--- config.mk ---
export PLATFORM = sky130hd
export DESIGN_NAME = itch_feed_arbiter
export DESIGN_NICKNAME = d
export VERILOG_FILES = /design/src/rtl/itch_feed_arbiter.sv
export SDC_FILE = /design/constraint.sdc
export NUM_CORES = 1
export LEC_CHECK = 0
export CORE_AREA = 3 3 130 144
export CTS_CLUSTER_DIAMETER = 40
export DETAILED_ROUTE_END_ITERATION = 16
export DIE_AREA = 0 0 133 147
export PLACE_DENSITY_LB_ADDON = 0.2
export SLEW_MARGIN = 20
export SYNTH_ARGS = -nofsm -noshare
export SYNTH_HDL_FRONTEND = slang
export SYNTH_SLANG_ARGS = --single-unit
--- constraint.sdc ---
create_clock -name clk -period 4.3 [get_ports clk]
set_input_delay 0.86 -clock clk [delete_from_list [all_inputs] [get_ports clk]]
set_output_delay 0.86 -clock clk [all_outputs]
set_load 0.02 [all_outputs]
--- src/rtl/itch_feed_arbiter.sv ---
// rtl/itch_feed_arbiter.sv - two-feed packet arbiter with idle-timeout abort and statistics
module itch_feed_arbiter #(
  parameter int DATA_W  = 64,
  parameter int LEN_W   = 3,
  parameter int TIMEOUT = 255,
  parameter int CNT_W   = 16
) (
  input  logic              clk,
  input  logic              rst,
  input  logic [DATA_W-1:0] s0_data,
  input  logic              s0_sof,
  input  logic              s0_eof,
  input  logic [LEN_W-1:0]  s0_len,
  input  logic              s0_vld,
  output logic              s0_rdy,
  input  logic [DATA_W-1:0] s1_data,
  input  logic              s1_sof,
  input  logic              s1_eof,
  input  logic [LEN_W-1:0]  s1_len,
  input  logic              s1_vld,
  output logic              s1_rdy,
  output logic [DATA_W-1:0] m_data,
  output logic              m_sof,
  output logic              m_eof,
  output logic [LEN_W-1:0]  m_len,
  output logic              m_vld,
  output logic              m_err,
  input  logic              m_rdy,
  output logic [1:0]        grant,
  output logic [CNT_W-1:0]  pkt_cnt0,
  output logic [CNT_W-1:0]  pkt_cnt1,
  output logic [CNT_W-1:0]  drop_cnt,
  output logic [CNT_W-1:0]  abort_cnt
);

  localparam int TMO_W = ($clog2(TIMEOUT + 1) > 8) ? $clog2(TIMEOUT + 1) : 8;

  typedef enum logic [1:0] {IDLE = 2'd0, OWN = 2'd1, ABORT = 2'd2} state_t;

  state_t             state_q, state_d;
  logic               owner_q, owner_d;
  logic               last_owner_q, last_owner_d;
  logic [TMO_W-1:0]   tmo_q, tmo_d;
  logic [CNT_W-1:0]   pkt_cnt0_q, pkt_cnt0_d;
  logic [CNT_W-1:0]   pkt_cnt1_q, pkt_cnt1_d;
  logic [CNT_W-1:0]   drop_cnt_q, drop_cnt_d;
  logic [CNT_W-1:0]   abort_cnt_q, abort_cnt_d;

  // Owner-selected view of the feed inputs
  logic [DATA_W-1:0]  own_data;
  logic               own_sof, own_eof, own_vld;
  logic [LEN_W-1:0]   own_len;
  logic               own_accept;
  logic               req0, req1, drop0, drop1;
  logic [TMO_W-1:0]   tmo_inc;

  assign own_data   = owner_q ? s1_data : s0_data;
  assign own_sof    = owner_q ? s1_sof  : s0_sof;
  assign own_eof    = owner_q ? s1_eof  : s0_eof;
  assign own_len    = owner_q ? s1_len  : s0_len;
  assign own_vld    = owner_q ? s1_vld  : s0_vld;
  assign own_accept = own_vld & m_rdy;
  assign req0       = s0_vld & s0_sof;
  assign req1       = s1_vld & s1_sof;
  assign drop0      = s0_vld & ~s0_sof;
  assign drop1      = s1_vld & ~s1_sof;
  assign tmo_inc    = tmo_q + TMO_W'(1);

  assign pkt_cnt0   = pkt_cnt0_q;
  assign pkt_cnt1   = pkt_cnt1_q;
  assign drop_cnt   = drop_cnt_q;
  assign abort_cnt  = abort_cnt_q;

  // State and statistics registers; last_owner resets to 1 so feed 0 wins the first tie
  always_ff @(posedge clk or posedge rst) begin
    if (rst) begin
      state_q      <= IDLE;
      owner_q      <= 1'b0;
      last_owner_q <= 1'b1;
      tmo_q        <= '0;
      pkt_cnt0_q   <= '0;
      pkt_cnt1_q   <= '0;
      drop_cnt_q   <= '0;
      abort_cnt_q  <= '0;
    end else begin
      state_q      <= state_d;
      owner_q      <= owner_d;
      last_owner_q <= last_owner_d;
      tmo_q        <= tmo_d;
      pkt_cnt0_q   <= pkt_cnt0_d;
      pkt_cnt1_q   <= pkt_cnt1_d;
      drop_cnt_q   <= drop_cnt_d;
      abort_cnt_q  <= abort_cnt_d;
    end
  end

  // Next-state: arbitration in IDLE, packet tracking and idle timeout in OWN
  always_comb begin
    state_d      = state_q;
    owner_d      = owner_q;
    last_owner_d = last_owner_q;
    tmo_d        = tmo_q;
    pkt_cnt0_d   = pkt_cnt0_q;
    pkt_cnt1_d   = pkt_cnt1_q;
    drop_cnt_d   = drop_cnt_q;
    abort_cnt_d  = abort_cnt_q;
    case (state_q)
      IDLE: begin
        drop_cnt_d = drop_cnt_q + CNT_W'(drop0) + CNT_W'(drop1);
        if (req0 | req1) begin
          state_d      = OWN;
          owner_d      = (req0 & req1) ? ~last_owner_q : req1;
          last_owner_d = owner_d;
          tmo_d        = '0;
        end
      end
      OWN: begin
        if (own_accept) begin
          tmo_d = '0;
          if (own_eof) begin
            state_d = IDLE;
            if (owner_q) pkt_cnt1_d = pkt_cnt1_q + CNT_W'(1);
            else         pkt_cnt0_d = pkt_cnt0_q + CNT_W'(1);
          end
        end else if (!own_vld) begin
          // A stalled valid beat holds the counter; only a silent owner advances it
          if (tmo_inc == TMO_W'(TIMEOUT)) begin
            state_d = ABORT;
            tmo_d   = '0;
          end else begin
            tmo_d = tmo_inc;
          end
        end
      end
      ABORT: begin
        if (m_rdy) begin
          state_d     = IDLE;
          abort_cnt_d = abort_cnt_q + CNT_W'(1);
        end
      end
      default: state_d = IDLE;
    endcase
  end

  // Outputs: discard orphans in IDLE, forward owner in OWN, synthetic error beat in ABORT
  always_comb begin
    m_data = '0;
    m_sof  = 1'b0;
    m_eof  = 1'b0;
    m_len  = '0;
    m_vld  = 1'b0;
    m_err  = 1'b0;
    s0_rdy = 1'b0;
    s1_rdy = 1'b0;
    grant  = 2'b00;
    case (state_q)
      IDLE: begin
        s0_rdy = ~s0_sof & ~rst;
        s1_rdy = ~s1_sof & ~rst;
      end
      OWN: begin
        m_data = own_data;
        m_sof  = own_sof;
        m_eof  = own_eof;
        m_len  = own_len;
        m_vld  = own_vld;
        s0_rdy = ~owner_q & m_rdy;
        s1_rdy = owner_q & m_rdy;
        grant  = owner_q ? 2'b10 : 2'b01;
      end
      ABORT: begin
        m_vld = 1'b1;
        m_eof = 1'b1;
        m_err = 1'b1;
        grant = owner_q ? 2'b10 : 2'b01;
      end
      default: ;
    endcase
  end

endmodule

# Word level (Yosys, flattened, before mapping)
# Cells that the tools add are included.
totals:
  register_bits: 76
  inputBits: 143
  wordCells: 75
classes:
  add_sub_neg: 6
  n_eq_ne: 8
  mux: 28
  bitwise_logic: 16
  reduce_logical: 9
ops:
  columns: ["cell", "count"]
  rows:
  - ["two-way mux 64 bit", 2]
  - ["adder 16 x 1 -> 16 bit (second input constant)", 3]
  - ["adder 16 x 1 -> 16 bit", 2]
  - ["two-way mux 8 bit", 4]
  - ["two-way mux 2 bit", 8]
  - ["case mux 8 bit (2 select lines)", 1]
  - ["bitwise AND 1 bit", 10]
  - ["inequality test 3 bit (second input constant)", 3]
  - ["adder 8 x 1 -> 8 bit (second input constant)", 1]
  - ["== test 8 bit (second input constant)", 1]
  - ["case mux 1 bit (2 select lines)", 4]
  - ["AND reduction 4 bit", 2]
  - ["two-way mux 1 bit", 6]
  - ["two-way mux 3 bit", 2]
  - ["case mux 2 bit (3 select lines)", 1]
  - ["inverter 1 bit", 5]
  - ["AND reduction 5 bit", 1]
  - ["inequality test 2 bit (second input constant)", 2]
  - ["AND reduction 2 bit", 2]
  - ["AND reduction 3 bit", 1]
  - ["== test 2 x 1 -> 1 bit (second input constant)", 1]
  - ["== test 2 bit (second input constant)", 1]
  - ["zero test 2 bit", 1]
  - ["nonzero test 2 bit", 1]
  - ["other kinds (2)", 2]

# Depth between registers and ports, before layout
logic_depth:
  ltp_word: 6
  mapped_depth: 8
  mapped_depth_nobuf: 7

# Least setup slack after synthesis
# No wires, ideal clock.
synth_path:
  path_kind: "input -> output"
  startpoint: "input rst"
  endpoint: "output s1_rdy"
  t_arrival_ns: 3.188
  required_ns: 3.440
  slack_ns: 0.252
  stages: 3
  path_buffers: 0
  path_cell_list: "inv_1 -> nand2_1 -> o21ai_0"
synth_via:
  elab_chain_cells: 3
synth_rtl:
  columns: ["item", "line_no", "rtl"]
  rows:
  - ["start: declaration", "9", "input logic rst,"]
  - ["inverter 1 bit", "159", "s1_rdy = ~s1_sof & ~rst;"]
  - ["bitwise AND 1 bit", "159", null]
  - ["case mux 1 bit (2 select lines)", "156", "case (state_q)"]
  - ["end: declaration", "21", "output logic s1_rdy,"]
# Every way passes these cells.

# Final worst setup path
layout_path:
  startpoint: "input s0_vld"
  endpoint: "output m_vld"
layout_via:
  elab_chain_cells: 2
layout_rtl:
  columns: ["item", "line_no", "rtl"]
  rows:
  - ["start: declaration", "14", "input logic s0_vld,"]
  - ["two-way mux 1 bit", "61", "assign own_vld = owner_q ? s1_vld : s0_vld;"]
  - ["case mux 1 bit (2 select lines)", "156", null]
  - ["end: declaration", "26", "output logic m_vld,"]
# Every way passes these cells.

==> results.toml <==
[power_and_ir_drop]
p_leak_nw = 3.493
internal_power_mw = 2.329
power_density_nw_per_um2 = 479.6
comb_power_share_pct = 59.3
clkPwrFrac_pct = 17.0
netSwitchingFraction_pct = 40.61
power_switching_mw = 1.593
power_frac_seq_pct = 23.7
ir_worst_vdd_v = 0.0003192

[worst_setup_path]
crit_path_top_delay_cell = "clkdlybuf4s50_1"
crit_path_max_fanout = 7
crit_type = "input port to output pin"
crit-reg2reg-launch = "state_q[1]"
worst_path_most_repeated_cell = "clkdlybuf4s50_1"
arrival_ns = 2.69
worstPathRequired_ns = 3.44
reg2regPathDepth = 7
r2r-end = "pkt_cnt0[7]"
end_kind = "output pin"
max_stage_delay_ns = 0.62
crit_chain = "clkdlybuf4s50_1, mux2_4, a21o_1, and2_1, clkdlybuf4s50_1"
r2r_slack_ns = 1.77
crit_path_start_kind = "input port"

[placement]
dp_hpwl_um = 14780
gp_congestion = 0.8731
place_ws_ns = 0.7560
io_buffers = 281

[sta]
hold_violations = 0
layout_setup_ws_ns = 0.7531
finalSetupViolCount = 0
tightest_slew_ns = 0.6180
fin_tns_setup_ns = 0
rsz0062_at_grt = "no"
period_needed_ns = 3.547
slew_headroom_pct = 58.80
skew_ns = 0.007328
fin_crit_sh_pct = 82.49
report.final.slew_viol_count = 0
max_freq_ghz = 0.2819

[clock_tree]
cts_hold_buf = 0
clk_path_buf_depth = 2
cts.clk_slew.worst_paths_ns = 0.06
cts-root-buf = "clkbuf_16"
cts.sinks = 76
post-cts-setup-buffers = 0
cts_made_buffers = 9
ctsHtreeMaxLevel = 3
cts_resized = 0
cts_tree = "done"
clk_latency_ns = 0.33

[detailed_routing]
via_per_inst = 4.580
route.antenna.remaining_nets = 0
num_vias = 4607
drc_errors = 0
first_pass_iters = 4
drt_iter0_drc = 201
drt-total-wl_um = 18170
wire_per_inst_um = 18.07

[logic_synthesis]
netlist-cell-type-count = 44
ys_seq_area_share_pct = 39.45
synthCells = 487
ys_seq_elements = 76
yosys_warnings = 0
syn_area_per_cell_um2 = 9.907
synthTopCellsByArea = "dfrtp_1 (39%), mux2i_1 (14%), nor2b_1 (9.5%)"
syn_area_um2 = 4825
synth_fp_nets = 640
synth_top_area_cell = "dfrtp_1"
synth.top_cell.area_share_pct = 38.90

[grt]
grt_usage_pct = 18.28
grt_pass1_wl_um = 27790
grt_pass1_vias = 4972
grt_max_degree = 77
antenna_found_initial = 3
grt_overflow = 0

[cells_and_area]
final_cell_mix = "clkdlybuf4s50_1 (281), dfrtp_1 (74), nor2b_1 (73), mux2i_1 (69), xnor2_1 (44)"
drive_gt1_share_pct = 4.811
fin_nets = 918
syn2layout_area_growth_pct = 69.53
utilization_pct = 47.54
final_common_cell = "clkdlybuf4s50_1"

[floorplanning]
die_x_um = 133
io_pins = 282
num_rows = 50
die-height_um = 147
coreArea_um2 = 17200
fp.dieArea_um2 = 19550
start_util_pct = 28.04

[worst_hold_path]
holdCritStartpoint = "abort_cnt[15]"
whs_path_depth = 1
hold_end = "abort_cnt[15]"
worst_hold_path_type = "register to register"

[run_status]
status = "finished, final reports clean"

[flow_run]
cap_violations = 0
## worst max path at each step
stage                     from   endpoint  slack, ns
finish                  s0_vld      m_vld       0.75
floorplan                  rst     s1_rdy       0.25
global route        state_q[1]  m_data[3]       0.64
global placement        s0_vld      m_vld       0.76
CTS                     s0_vld      m_vld       0.75
detailed placement      s0_vld      m_vld       0.76
## power groups by stage
stage	logic, mW	registers, mW	clock network [mW]
2_1_floorplan	1.30	0.923	0
3_5_place_dp	2.34	0.940	0
6_report	2.33	0.930	0.667
3_3_place_gp	2.33	0.933	0
5_1_grt	2.49	0.946	0.726
4_1_cts	2.36	0.931	0.696
## state kept, by name (all words and copies together), names as in the netlist
register,flops
abort_cnt,16
drop_cnt,16
pkt_cnt0,16
pkt_cnt1,16
tmo_q,8
state_q,2
last_owner_q,1
owner_q,1
## Yosys cell counts (all sizes together)
| library cell | instances |
|---|---|
| dfrtp | 75 |
| nor2b | 73 |
| mux2i | 69 |
| xnor2 | 44 |
| nand2 | 39 |
| nand3 | 29 |
| xor2 | 17 |
| nor2 | 15 |
| buf | 12 |
| and3 | 10 |
| clkbuf | 10 |
| ha | 9 |
| inv | 9 |
| nand4 | 9 |
| nor3 | 9 |
| and4 | 7 |
| mux2 | 7 |
| and2 | 5 |
| a21oi | 4 |
| nor4 | 4 |
| a21o | 3 |
| a22o | 3 |
| o21ai | 3 |
| o21bai | 3 |
| a211o | 2 |
| a31o | 2 |
| a31oi | 2 |
| nand2b | 2 |
| a21bo | 1 |
| a32oi | 1 |
| a41oi | 1 |
| dfstp | 1 |
| fa | 1 |
| nand4b | 1 |
| nand4bb | 1 |
| o22ai | 1 |
| o31ai | 1 |
| or3 | 1 |
| or4 | 1 |
## critical path: cells and delay by family
| family | cells | cell delay, ns |
|---|---|---|
| muxes | 1 | 0.33 |
| AOI/OAI and AO/OA | 1 | 0.20 |
| and+or+nand+nor | 1 | 0.15 |
| buffers and inverters | 2 | 1.14 |
## stage by stage
| stage | power [mW] | hold WS [ns] | area (um2) | cells |
|---|---|---|---|---|
| 2_1_floorplan | 2.223 | 0.4633 | 4825 | 487 |
| 3_3_place_gp | 3.261 | 0.4594 | 7893 | 987 |
| 3_5_place_dp | 3.276 | 0.4645 | 7893 | 987 |
| 4_1_cts | 3.983 | 0.4725 | 8152 | 1002 |
| 5_1_grt | 4.161 | 0.4990 | 8179 | 1006 |
| 6_report | 3.922 | 0.4724 | 8179 | 1006 |
## layout make-up
| cell class | instances | area (um2) |
|---|---|---|
| Antenna cell | 3 | 7.507 |
| Clock buffer | 10 | 229.0 |
| Clock inverter | 5 | 30.03 |
| Fill cell | 1629 | 9025 |
| Inverter | 9 | 33.78 |
| Multi-Input combinational cell | 380 | 2781 |
| Sequential cell | 76 | 1907 |
| Tap cell | 234 | 292.8 |
| Timing Repair Buffer | 289 | 2898 |
## cells by family after synthesis
group | Yosys count | synth area share (%)
buf+inv | 31 | 2.956
fa+ha+maj | 10 | 2.749
flops | 76 | 39.45
xor+xnor | 61 | 11.07
simple gates | 206 | 23.70
mux | 76 | 16.03
compound gates | 27 | 4.046
## layer usage
metal | global-route usage [%] | wire length [um] | vias to the layer above
li1 | - | - | 2233
met1 | 19.06 | 6733 | 2164
met2 | 32.34 | 9205 | 190
met3 | 8.253 | 1824 | 20
met4 | 6.549 | 410 | 0
met5 | 0 | 0 | -
Note: power is estimated with default switching activity, not from simulation.
